File: src/rtl/regfile_wb_sched.sv
// Write-back scheduler and scoreboard for the 2R/1W register file: round-robin
// arbitration of result producers onto the write port plus RAW/WAW issue stall.
module regfile_wb_sched #(
  parameter int unsigned NUM_REQ  = 3,
  parameter int unsigned NUM_REGS = 32,
  parameter int unsigned XLEN     = 32,
  localparam int unsigned SEL_W   = $clog2(NUM_REGS)
) (
  input  logic                     i_clk,
  input  logic                     i_rst_n,
  input  logic [NUM_REQ-1:0]       i_req_valid,
  input  logic [NUM_REQ*SEL_W-1:0] i_req_sel,
  input  logic [NUM_REQ*XLEN-1:0]  i_req_data,
  output logic [NUM_REQ-1:0]       o_req_ready,
  input  logic                     i_issue_en,
  input  logic [SEL_W-1:0]         i_issue_dst,
  input  logic [SEL_W-1:0]         i_chk_sel_1,
  input  logic [SEL_W-1:0]         i_chk_sel_2,
  output logic                     o_stall,
  output logic                     o_wr_en,
  output logic [SEL_W-1:0]         o_wr_sel,
  output logic [XLEN-1:0]          o_wr_data
);

  localparam int unsigned PTR_W = $clog2(NUM_REQ);

  logic [PTR_W-1:0]    last_q;
  logic [PTR_W-1:0]    gnt_idx;
  logic [NUM_REQ-1:0]  grant;
  logic                hs;
  logic [SEL_W-1:0]    gnt_sel;
  logic [XLEN-1:0]     gnt_data;
  logic [NUM_REGS-1:0] sb_q;
  logic [NUM_REGS-1:0] sb_d;
  logic [NUM_REGS-1:0] busy_vec;
  logic                wr_en_q;
  logic [SEL_W-1:0]    wr_sel_q;
  logic [XLEN-1:0]     wr_data_q;
  logic                stall;

  // Round-robin search starting one past the last granted requester.
  always_comb begin
    int unsigned idx;
    idx     = 0;
    grant   = '0;
    hs      = 1'b0;
    gnt_idx = last_q;
    for (int unsigned i = 1; i <= NUM_REQ; i++) begin
      idx = (32'(last_q) + i) % NUM_REQ;
      if (!hs && i_rst_n && i_req_valid[idx]) begin
        hs         = 1'b1;
        grant[idx] = 1'b1;
        gnt_idx    = PTR_W'(idx);
      end
    end
  end

  assign gnt_sel  = i_req_sel[gnt_idx*SEL_W +: SEL_W];
  assign gnt_data = i_req_data[gnt_idx*XLEN +: XLEN];

  // A write sitting in the output register is still uncommitted, so it counts as busy.
  always_comb begin
    busy_vec = sb_q;
    if (wr_en_q) busy_vec[wr_sel_q] = 1'b1;
    busy_vec[0] = 1'b0;
  end

  assign stall = i_issue_en &&
                 (busy_vec[i_chk_sel_1] || busy_vec[i_chk_sel_2] || busy_vec[i_issue_dst]);

  // Clear first, then set, so an issue to the same register on a handshake edge wins.
  always_comb begin
    sb_d = sb_q;
    if (hs) sb_d[gnt_sel] = 1'b0;
    if (i_issue_en && !stall && (i_issue_dst != '0)) sb_d[i_issue_dst] = 1'b1;
    sb_d[0] = 1'b0;
  end

  always_ff @(posedge i_clk or negedge i_rst_n) begin
    if (!i_rst_n) begin
      last_q    <= PTR_W'(NUM_REQ - 1);
      sb_q      <= '0;
      wr_en_q   <= 1'b0;
      wr_sel_q  <= '0;
      wr_data_q <= '0;
    end else begin
      sb_q    <= sb_d;
      wr_en_q <= hs && (gnt_sel != '0);
      if (hs) begin
        last_q    <= gnt_idx;
        wr_sel_q  <= gnt_sel;
        wr_data_q <= gnt_data;
      end
    end
  end

  assign o_req_ready = grant;
  assign o_stall     = stall;
  assign o_wr_en     = wr_en_q;
  assign o_wr_sel    = wr_sel_q;
  assign o_wr_data   = wr_data_q;

endmodule

File: config.mk
export PLATFORM = sky130hd
export DESIGN_NAME = regfile_wb_sched
export DESIGN_NICKNAME = d
export VERILOG_FILES = /design/src/rtl/regfile_wb_sched.sv
export SDC_FILE = /design/constraint.sdc
export NUM_CORES = 1
export LEC_CHECK = 0
export BUFFER_PORTS_ARGS = -buffer_cell sky130_fd_sc_hd__buf_2
export CAP_MARGIN = 20
export CORE_AREA = 4 4 155 157
export CTS_BUF_LIST = sky130_fd_sc_hd__clkbuf_16
export CTS_CLUSTER_DIAMETER = 50
export CTS_CLUSTER_SIZE = 28
export DETAILED_ROUTE_END_ITERATION = 12
export DIE_AREA = 0 0 159 161
export GPL_TIMING_DRIVEN = 0
export PLACE_DENSITY_LB_ADDON = 0.08
export SLEW_MARGIN = 20
export SYNTH_ARGS = -nofsm -noshare
export SYNTH_HDL_FRONTEND = slang
export SYNTH_SLANG_ARGS = --single-unit
File: constraint.sdc
create_clock -name i_clk -period 12 [get_ports i_clk]
set_input_delay 3.6 -clock i_clk [delete_from_list [all_inputs] [get_ports i_clk]]
set_output_delay 3.6 -clock i_clk [all_outputs]
set_load 0.05 [all_outputs]
==> results.cfg <==
[grt]
antenna_found_initial = 0
grt_max_degree = 53
first_global_vias = 6233
grt_use_total_pct = 18.2
grt_first_pass_wirelength_mm = 37.0
overflow = 0

[logic_synthesis]
synth_compound_area_share_pct = 32.9
synth_async_sr_flop_share_pct = 100
avgSynthCellArea_um2 = 7.84
yosys_warnings = 0
synth_edf_count = 0
ys_ff_latch = 71
synth_nets = 844
yosysSeqAreaShare_pct = 32.0
yosys.area_share.simple_pct = 21.4
synthFlopType = dfrtp_1
synth_mux_area_share_pct = 6.17
synth_fa_ha_area_share_pct = 0.901
synthCells = 708
syn_area_um2 = 5550
synth-xor-area-share_pct = 0.788
ys_types = 76
synth_top_family_by_area = compound AO/OA/AOI/OAI gates

[critical_path]
cp.arrival_ns = 6.85
crit_chain = buf_2 -> buf_1 -> buf_2 -> mux2i_1 -> a31oi_1 -> o221ai_1 -> nand3_1 -> nor4_2 -> nand2_1 -> o21a_1 -> buf_2
critPathSlowestCell = buf_1
critPathMaxStageDelay_ns = 0.44
cp-end-kind = primary output
critPathMaxFanout = 10
crit_buf_inv = 4
required_ns = 8.40
cp_common_cell = buf_2
crit_path_start_kind = primary input
crit_family = buffers and inverters
critPathKind = in -> out

[clock_network]
cts_tree = done
clk_latency_ns = 0.35
clkTransAtPathRegs_ns = 0.06
clock-sinks = 71
post_cts_resize_count = 0
cts_setup_buffers = 0
h-tree-depth = 3
clockBufferDepth = 2
holdBufCountCts = 0
root_buffer = clkbuf_16
numCtsBuffers = 9

[sta]
finalHoldViolations = 0
setup_tns_ns = 0
slew_headroom_pct = 45.5
holdWs_ns = 0.515
slew_viol_final = 0
final-setup-viol-count = 0
fmax_mhz = 95.7
period_share_pct = 87.1
worst_pin_slew_ns = 0.813
layout_min_cycle_time_ns = 10.45
clock_skew_ns = 0.00616
grt_setup_unrepaired = false

[place]
portBuffers = 167
gp_congestion = 0.905
hpwl_mm = 18.9
placed_area_um2 = 6790

[run_status]
status = completed

[routing]
antenna_left = 0
post_drt_wl_per_cell_um = 20.6
highest_layer = met4
drt-total-wl_mm = 24.3
dr.pass1.iters = 5
wl_met1_mm = 11.0
drc = 0
via_count = 6329
route.met2.wl_mm = 11.1
via_per_inst = 5.37
wl_met3_mm = 1.54
drt-initial-drc-count = 334

[cells_and_area]
syn2layout_area_growth_pct = 27.8
antenna-diode-count = 0
nets = 1024
final_util_pct = 31.5
layout_common_cells = buf_2, a21oi_1, nand2_1
layout_commonest_cell = buf_2
drive_gt1_share_pct = 25.6
nFillCells = 2478
fin_area_um2 = 7100

[floorplan]
die_width_um = 159
core-area_um2 = 22500
fp-row-count = 55
fp.dieArea_um2 = 25600
start_util_pct = 24.7
io_pins = 174
die_h_um = 161

[power]
intPower_uw = 1000
power_uw = 2360
peakVddDrop_mv = 0.156
powerDensity_nw_per_um2 = 333
sw_frac_of_total_pct = 57.5
clock_power_share_pct = 12.1
p_sw_uw = 1360
seqPwrFrac_pct = 20.4
p_leak_uw = 0.00301
p_comb_share_pct = 67.5

[min_path]
hp-class = reg -> reg

[run]
maxCapViolations = 0
## final timing paths
path,cells past startpoint,to,startpoint,slack [ns]
setup reg to reg,13,sb_q[8],last_q[1],8.04
min in group asynchronous,1,o_wr_data[22],i_rst_n,3.17
hold / removal,1,sb_q[1],sb_q[1],0.52
max in group asynchronous,2,o_wr_sel[3],i_rst_n,8.22
setup / recovery,11,o_stall,i_chk_sel_2[0],1.55
hold reg to reg,1,sb_q[1],sb_q[1],0.52
## logic make-up (layout without fill, tap and decap cells)
kind of cell    after synthesis  count (layout)
compound gates              278             278
buf+inv                      77             262
fa+ha+maj                     4               4
xor+xnor                      5               5
flops                        71              71
simple gates                241             241
mux                          32              32
## cells in the mapped netlist, types with 10 or more instances
library cell / count / share of area [%]
o31ai_1: 13 / 1.8
a31oi_1: 11 / 1.2
nand3_1: 24 / 2.2
o21ai_0: 19 / 1.7
mux2_2: 10 / 2.0
a311oi_1: 10 / 1.6
a21oi_1: 125 / 11
inv_1: 16 / 1.1
nor2_1: 48 / 3.2
nand2_1: 95 / 6.4
o22ai_1: 11 / 1.2
clkbuf_1: 39 / 2.6
o41ai_1: 16 / 2.5
mux2i_1: 19 / 3.4
dfrtp_1: 70 / 32
## state kept, by name, summed over array words and instances (netlist names)
signal     count
last_q         2
o_wr_data     32
o_wr_sel       5
o_wr_en        1
sb_q          31
## power by group through the flow
| stage | logic [uW] | clock network (uW) | registers, uW |
|---|---|---|---|
| after floorplan | 915 | 0 | 664 |
| after global placement | 1600 | 0 | 483 |
| after detailed placement | 1590 | 0 | 480 |
| after CTS | 1600 | 291 | 480 |
| after global routing | 1730 | 300 | 495 |
| final | 1590 | 285 | 483 |
## metal layers
metal / vias to the layer above / global-route usage (%)
li1: 3027 / -
met1: 3024 / 24.2
met2: 229 / 29.4
met3: 49 / 3.80
met4: 0 / 6.71
met5: - / 0
## stage by stage
| stage | std cells | setup WS [ns] |
|---|---|---|
| CTS | 1178 | 1.61 |
| global route | 1178 | 1.43 |
| finish | 1178 | 1.55 |
| floorplan | 708 | 2.64 |
| global placement | 1160 | 1.56 |
| detailed placement | 1162 | 1.61 |
## layout make-up
cell class              instances  area [um2]  area share [%]
clock buffers                   9         225            3.17
multi-input cells             560        3470            48.8
well taps                     285         357            5.02
flip-flops and latches         71        1780            25.0
clock inverters                 7        80.1            1.13
plain buffers                  58         251            3.54
repair buffers                169         871            12.3
inverters                      19        71.3            1.00
Power figures use the tool's default switching activity.
